## src/rtl/maf_dot_sequencer.sv

```systemverilog
`default_nettype none
// ============================================================================
// Module   : maf_dot_sequencer
// Purpose  : Sequences an N-term dot product through one external
//            multiply-accumulate datapath (C +/- A*B). Operand pairs come
//            from a valid/ready stream, one pair at a time. Each datapath
//            result becomes C for the next pair. The final accumulator goes
//            out on a valid/ready result port.
// Revision : 1.0  initial release
// ----------------------------------------------------------------------------
// Ports
//   clk            clock, rising edge
//   rst            synchronous reset, active low
//   start_i        job start (only honoured while idle)
//   len_i          term count N, sampled on start
//   c_init_i       initial accumulator, sampled on start
//   sub_i          0: C+A*B, 1: C-A*B, sampled on start
//   busy_o         high whenever a job is active
//   op_valid_i     operand pair valid
//   op_ready_o     operand pair ready
//   a_i, b_i       operand pair
//   maf_a_o/b_o/c_o  registered datapath operands
//   maf_sub_o      registered datapath add/sub control
//   maf_result_i   datapath result, valid maf_latency cycles after issue
//   res_valid_o    result valid
//   res_ready_i    result consumer ready
//   result_o       accumulated result
//   count_o        terms completed in the current job
// Build option
//   MAF_DOT_ZERO_SKIP_EN : when defined, an accepted pair with a zero operand
//                          (exception tag 00) skips the datapath and only
//                          advances the term counters.
// ============================================================================
module maf_dot_sequencer #(
  parameter int size_mantissa        = 24,
  parameter int size_exponent        = 8,
  parameter int size_exception_field = 2,
  parameter int size_len             = 8,
  parameter int maf_latency          = 1,
  parameter int size                 = size_exponent + size_mantissa + size_exception_field
) (
  input  logic                clk,
  input  logic                rst,
  input  logic                start_i,
  input  logic [size_len-1:0] len_i,
  input  logic [size-1:0]     c_init_i,
  input  logic                sub_i,
  output logic                busy_o,
  input  logic                op_valid_i,
  output logic                op_ready_o,
  input  logic [size-1:0]     a_i,
  input  logic [size-1:0]     b_i,
  output logic [size-1:0]     maf_a_o,
  output logic [size-1:0]     maf_b_o,
  output logic [size-1:0]     maf_c_o,
  output logic                maf_sub_o,
  input  logic [size-1:0]     maf_result_i,
  output logic                res_valid_o,
  input  logic                res_ready_i,
  output logic [size-1:0]     result_o,
  output logic [size_len-1:0] count_o
);

  typedef enum logic [1:0] {
    ST_IDLE  = 2'd0,
    ST_FETCH = 2'd1,
    ST_WAIT  = 2'd2,
    ST_DONE  = 2'd3
  } state_t;

  // The latency counter reads 0 in the cycle the datapath result is valid.
  localparam logic [3:0]          c_lat_init = 4'(maf_latency - 1);
  localparam logic [size_len-1:0] c_len_one  = size_len'(1);

  state_t              state_q,     state_d;
  logic [size-1:0]     acc_q,       acc_d;
  logic [size_len-1:0] remaining_q, remaining_d;
  logic [3:0]          lat_q,       lat_d;
  logic [size_len-1:0] count_q,     count_d;
  logic [size-1:0]     maf_a_q,     maf_a_d;
  logic [size-1:0]     maf_b_q,     maf_b_d;
  logic [size-1:0]     maf_c_q,     maf_c_d;
  logic                maf_sub_q,   maf_sub_d;
  logic                op_ready_q,  op_ready_d;
  logic                res_valid_q, res_valid_d;
  logic [size-1:0]     result_q,    result_d;
  logic                busy_q,      busy_d;

  logic                w_op_hs;
  logic                w_skip;

  assign w_op_hs = op_valid_i && op_ready_q;

`ifdef MAF_DOT_ZERO_SKIP_EN
  // A zero operand makes the product zero, so the accumulator is unchanged.
  assign w_skip = (a_i[size-1 -: size_exception_field] == '0) ||
                  (b_i[size-1 -: size_exception_field] == '0);
`else
  assign w_skip = 1'b0;
`endif

  always_comb begin
    state_d     = state_q;
    acc_d       = acc_q;
    remaining_d = remaining_q;
    lat_d       = lat_q;
    count_d     = count_q;
    maf_a_d     = maf_a_q;
    maf_b_d     = maf_b_q;
    maf_c_d     = maf_c_q;
    maf_sub_d   = maf_sub_q;
    result_d    = result_q;
    res_valid_d = 1'b0;

    case (state_q)
      ST_IDLE: begin
        if (start_i) begin
          remaining_d = len_i;
          acc_d       = c_init_i;
          maf_sub_d   = sub_i;
          count_d     = '0;
          state_d     = (len_i == '0) ? ST_DONE : ST_FETCH;
        end
      end

      ST_FETCH: begin
        if (w_op_hs) begin
          if (w_skip) begin
            remaining_d = remaining_q - c_len_one;
            count_d     = count_q + c_len_one;
            if (remaining_q == c_len_one) begin
              state_d = ST_DONE;
            end
          end else begin
            maf_a_d = a_i;
            maf_b_d = b_i;
            maf_c_d = acc_q;
            lat_d   = c_lat_init;
            state_d = ST_WAIT;
          end
        end
      end

      ST_WAIT: begin
        if (lat_q == '0) begin
          acc_d       = maf_result_i;
          remaining_d = remaining_q - c_len_one;
          count_d     = count_q + c_len_one;
          state_d     = (remaining_q == c_len_one) ? ST_DONE : ST_FETCH;
        end else begin
          lat_d = lat_q - 4'd1;
        end
      end

      ST_DONE: begin
        // The result register fills on the first DONE cycle. It is then
        // presented, held, until the consumer takes it.
        result_d    = acc_q;
        res_valid_d = 1'b1;
        if (res_valid_q && res_ready_i) begin
          res_valid_d = 1'b0;
          state_d     = ST_IDLE;
        end
      end

      default: state_d = ST_IDLE;
    endcase

    op_ready_d = (state_d == ST_FETCH);
    busy_d     = (state_d != ST_IDLE);
  end

  always_ff @(posedge clk) begin
    if (!rst) begin
      state_q     <= ST_IDLE;
      acc_q       <= '0;
      remaining_q <= '0;
      lat_q       <= '0;
      count_q     <= '0;
      maf_a_q     <= '0;
      maf_b_q     <= '0;
      maf_c_q     <= '0;
      maf_sub_q   <= 1'b0;
      op_ready_q  <= 1'b0;
      res_valid_q <= 1'b0;
      result_q    <= '0;
      busy_q      <= 1'b0;
    end else begin
      state_q     <= state_d;
      acc_q       <= acc_d;
      remaining_q <= remaining_d;
      lat_q       <= lat_d;
      count_q     <= count_d;
      maf_a_q     <= maf_a_d;
      maf_b_q     <= maf_b_d;
      maf_c_q     <= maf_c_d;
      maf_sub_q   <= maf_sub_d;
      op_ready_q  <= op_ready_d;
      res_valid_q <= res_valid_d;
      result_q    <= result_d;
      busy_q      <= busy_d;
    end
  end

  assign busy_o      = busy_q;
  assign op_ready_o  = op_ready_q;
  assign maf_a_o     = maf_a_q;
  assign maf_b_o     = maf_b_q;
  assign maf_c_o     = maf_c_q;
  assign maf_sub_o   = maf_sub_q;
  assign res_valid_o = res_valid_q;
  assign result_o    = result_q;
  assign count_o     = count_q;

endmodule
`default_nettype wire

```

## config.mk

```make
export PLATFORM = sky130hd
export DESIGN_NAME = maf_dot_sequencer
export DESIGN_NICKNAME = d
export VERILOG_FILES = /design/src/rtl/maf_dot_sequencer.sv
export SDC_FILE = /design/constraint.sdc
export NUM_CORES = 1
export LEC_CHECK = 0
export BUFFER_PORTS_ARGS = -buffer_cell sky130_fd_sc_hd__buf_2
export CORE_MARGIN = 2
export CORE_UTILIZATION = 40
export CTS_CLUSTER_SIZE = 20
export DETAILED_ROUTE_END_ITERATION = 8
export GPL_TIMING_DRIVEN = 0
export PLACE_DENSITY = 0.75
export SYNTH_ARGS = -nofsm -noshare
export SYNTH_HDL_FRONTEND = slang
export SYNTH_SLANG_ARGS = --single-unit
```

## constraint.sdc

```tcl
create_clock -name clk -period 2.05 [get_ports clk]
set_input_delay 0.3075 -clock clk [delete_from_list [all_inputs] [get_ports clk]]
set_output_delay 0.3075 -clock clk [all_outputs]
set_load 0.02 [all_outputs]
```

==> metrics.yaml <==
place:
  dp_cells: 1473
  place_hpwl_mm: 18.1
  port_buffers: 297
  gp_congestion: 0.903
global_routing:
  overflow: 0
  grt_max_degree: 19
  antenna_found_initial: 3
  track_usage_pct: 24.1
  grt_pass1_vias: 7336
  grt_pass1_wl_mm: 37.7
outcome:
  status: "finished, final reports clean"
yosys:
  synth_most_common_cell: "nand2_1"
  ys_seq_area_share_pct: 52.8
  yosys_most_used_dff: "dfxtp_1"
  synth_area_sq_mm: 0.00742
  syn_avg_cell_area_sq_um: 7.84
  synth-edff-count: 0
  ys_warn_count: 0
  netlist.area_leader.share_pct: 52.8
  ys_top_cells_by_area: "dfxtp_1 (53%), nand2_1 (18%), a21oi_1 (9.9%), a311oi_1 (4.0%), clkbuf_1 (2.7%)"
  synth-async-reset-ratio_pct: 0
  yosysTopAreaCell: "dfxtp_1"
  syn_inst: 947
  synth_nets: 1102
  ys_ff_latch: 196
  synth.distinct_cells: 45
  yosys-top-cells-count: "nand2_1 (358), dfxtp_1 (196), a21oi_1 (147), clkbuf_1 (53), nor2_1 (51)"
timing:
  tns_ns: 0
  hold_violations: 0
  fin_crit_sh_pct: 95.1
  fmax_mhz: 513
  fin_skew_ns: 0.00925
  setup_viol: 0
  relSlewSlack_pct: 54.4
  fin_crit_ns: 1.95
  rsz0062_at_grt: "false"
  drv_slew: 0
  worst_pin_slew_ns: 0.677
  hold_ws_ns: 0.113
power:
  leakage_nw: 4.30
  ir_drop_mv: 0.759
  power_mw: 8.30
  power.density_mw_per_mm2: 836
job:
  drv_cap: 0
route:
  routedWlPerCell_um: 16.3
  via_per_inst: 5.18
  ant_nets: 0
  drt-total-wl_mm: 24.5
  drc_errors: 0
  drt_iter0_markers: 450
  firstDrtPassIters: 5
  num_vias: 7795
clock_network:
  cts_buffer_depth: 2
  cts_sinks: 196
  clock_latency_ns: 0.42
  cts_tree: "built"
  hold_buffers: 0
  cts_root_buf: "clkbuf_16"
  htreeDepth: 4
  clkTransAtPathRegs_ns: 0.08
  numCtsBuffers: 17
critical_path:
  ff2ff_path_depth: 9
  rrSetupSlack_ns: 0.10
  crit_type: "flip-flop to flip-flop"
  worstPathMaxFanout: 10
  worst_r2r_endpoint: "acc_q[8]"
  crit_path_start_kind: "flip-flop"
  worst_setup_path_end_kind: "flip-flop"
  critPathRequiredTime_ns: 2.37
  r2r_start: "lat_q[0]"
  cp.arrival_ns: 2.27
floorplan:
  start_util_pct: 41.1
  core_sq_mm: 0.0181
  die_w_um: 140
  io_pins: 298
  die-area_sq_mm: 0.0197
  rows: 49
  die_h_um: 140
layout:
  multi_input_area_sq_mm: 0.00320
  n_fill_cell: 1715
  finalNonFillerCells: 1506
  regArea_sq_mm: 0.00392
  area_growth_pct: 33.6
  final_nets: 1418
  drive_above_1_share_pct: 29.6
hold_path:
  hp-class: "input port to flip-flop"
  min_from: "a_i[3]"
  worstHoldEndpoint: "maf_a_o[3]"
  hold_depth: 3
[worst max-delay path by stage]
stage / from / cells past startpoint / slack, ns / endpoint
2_1_floorplan: lat_q[0] / 8 / 0.20 / count_o[2]
3_3_place_gp: state_q[1] / 7 / -0.19 / maf_c_o[15]
3_5_place_dp: lat_q[0] / 7 / -0.21 / acc_q[32]
4_1_cts: lat_q[0] / 8 / -0.05 / acc_q[32]
5_1_grt: lat_q[1] / 9 / 0.004 / acc_q[2]
6_report: lat_q[0] / 9 / 0.10 / acc_q[8]
[flip-flops by register name (all words and copies together) (netlist names)]
signal	flops
acc_q	34
busy_o	1
count_o	8
lat_q	4
maf_a_o	34
maf_b_o	34
maf_c_o	34
maf_sub_o	1
op_ready_o	1
remaining_q	8
res_valid_o	1
result_o	34
state_q	2
[kinds of logic after synthesis]
group / Yosys count / share of synthesized area, %
AO/OA/AOI/OAI: 212 / 17.2
XOR/XNOR: 5 / 0.590
adder cells (fa/ha/maj): 5 / 0.843
buffers and inverters: 80 / 4.38
flip-flops: 196 / 52.8
multiplexers: 3 / 0.404
AND/OR/NAND/NOR: 446 / 23.8
[stage by stage]
stage / utilization, % / instance area [sq um] / setup slack [ns]
after floorplan: - / 7420 / 0.196
after CTS: 54.3 / 9830 / -0.0468
final: 54.8 / 9920 / 0.100
after global placement: 50.9 / 9200 / -0.189
after detailed placement: 50.9 / 9200 / -0.207
after global routing: 54.8 / 9920 / 0.00361
[area by class of cell]
type,count,share of cell area (%)
Tap cell,229,2.89
Sequential cell,196,39.6
Clock inverter,13,1.69
Clock buffer,18,4.43
Inverter,7,0.265
Multi-Input combinational cell,671,32.3
Timing Repair Buffer,298,15.2
Buffer,72,3.68
Antenna cell,2,0.0505
[timing repair]
action | CTS | global route
setup endpoints to repair | 125 | 113
buffers inserted | 0 | 1
pin swaps | 1 | 10
gates resized for setup | 10 | 44
[worst max-delay path, stage by stage (launching register included)]
cell and delay [ns]:
dfxtp_1 0.33, inv_2 0.08, ha_2 0.18, or3b_1 0.36, buf_6 0.15, o21ai_4 0.16, buf_12 0.15, buf_6 0.15
nor2_1 0.05, a311oi_1 0.25
[metal layers]
layer,global-route usage [%],wire length [um],up-vias
met5,0,12,-
met4,7.23,476,2
met3,6.97,2150,41
met2,40.9,11800,326
met1,29.7,10100,3641
li1,-,-,3785
[report_power, final]
part           switching, mW  leakage, nW  internal (mW)
Combinational          0.497         2.42          0.332
Clock                   1.56        0.288           1.88
Sequential            0.0979         1.59           3.94
[layout by cell type (no fill, tap or decap), drive strengths merged, types with 3 or more instances in the layout]
cell      instances
or3b              3
nor3              5
clkbuf           70
a21oi           147
nor2             51
xnor2             3
buf             318
nand2           358
a311oi           34
mux2i             3
o21ai             4
dfxtp           196
o211ai            3
clkinvlp          3
nor4              3
a211oi            5
nand3            12
inv              13
ha                5
Power figures use the tool's default switching activity.
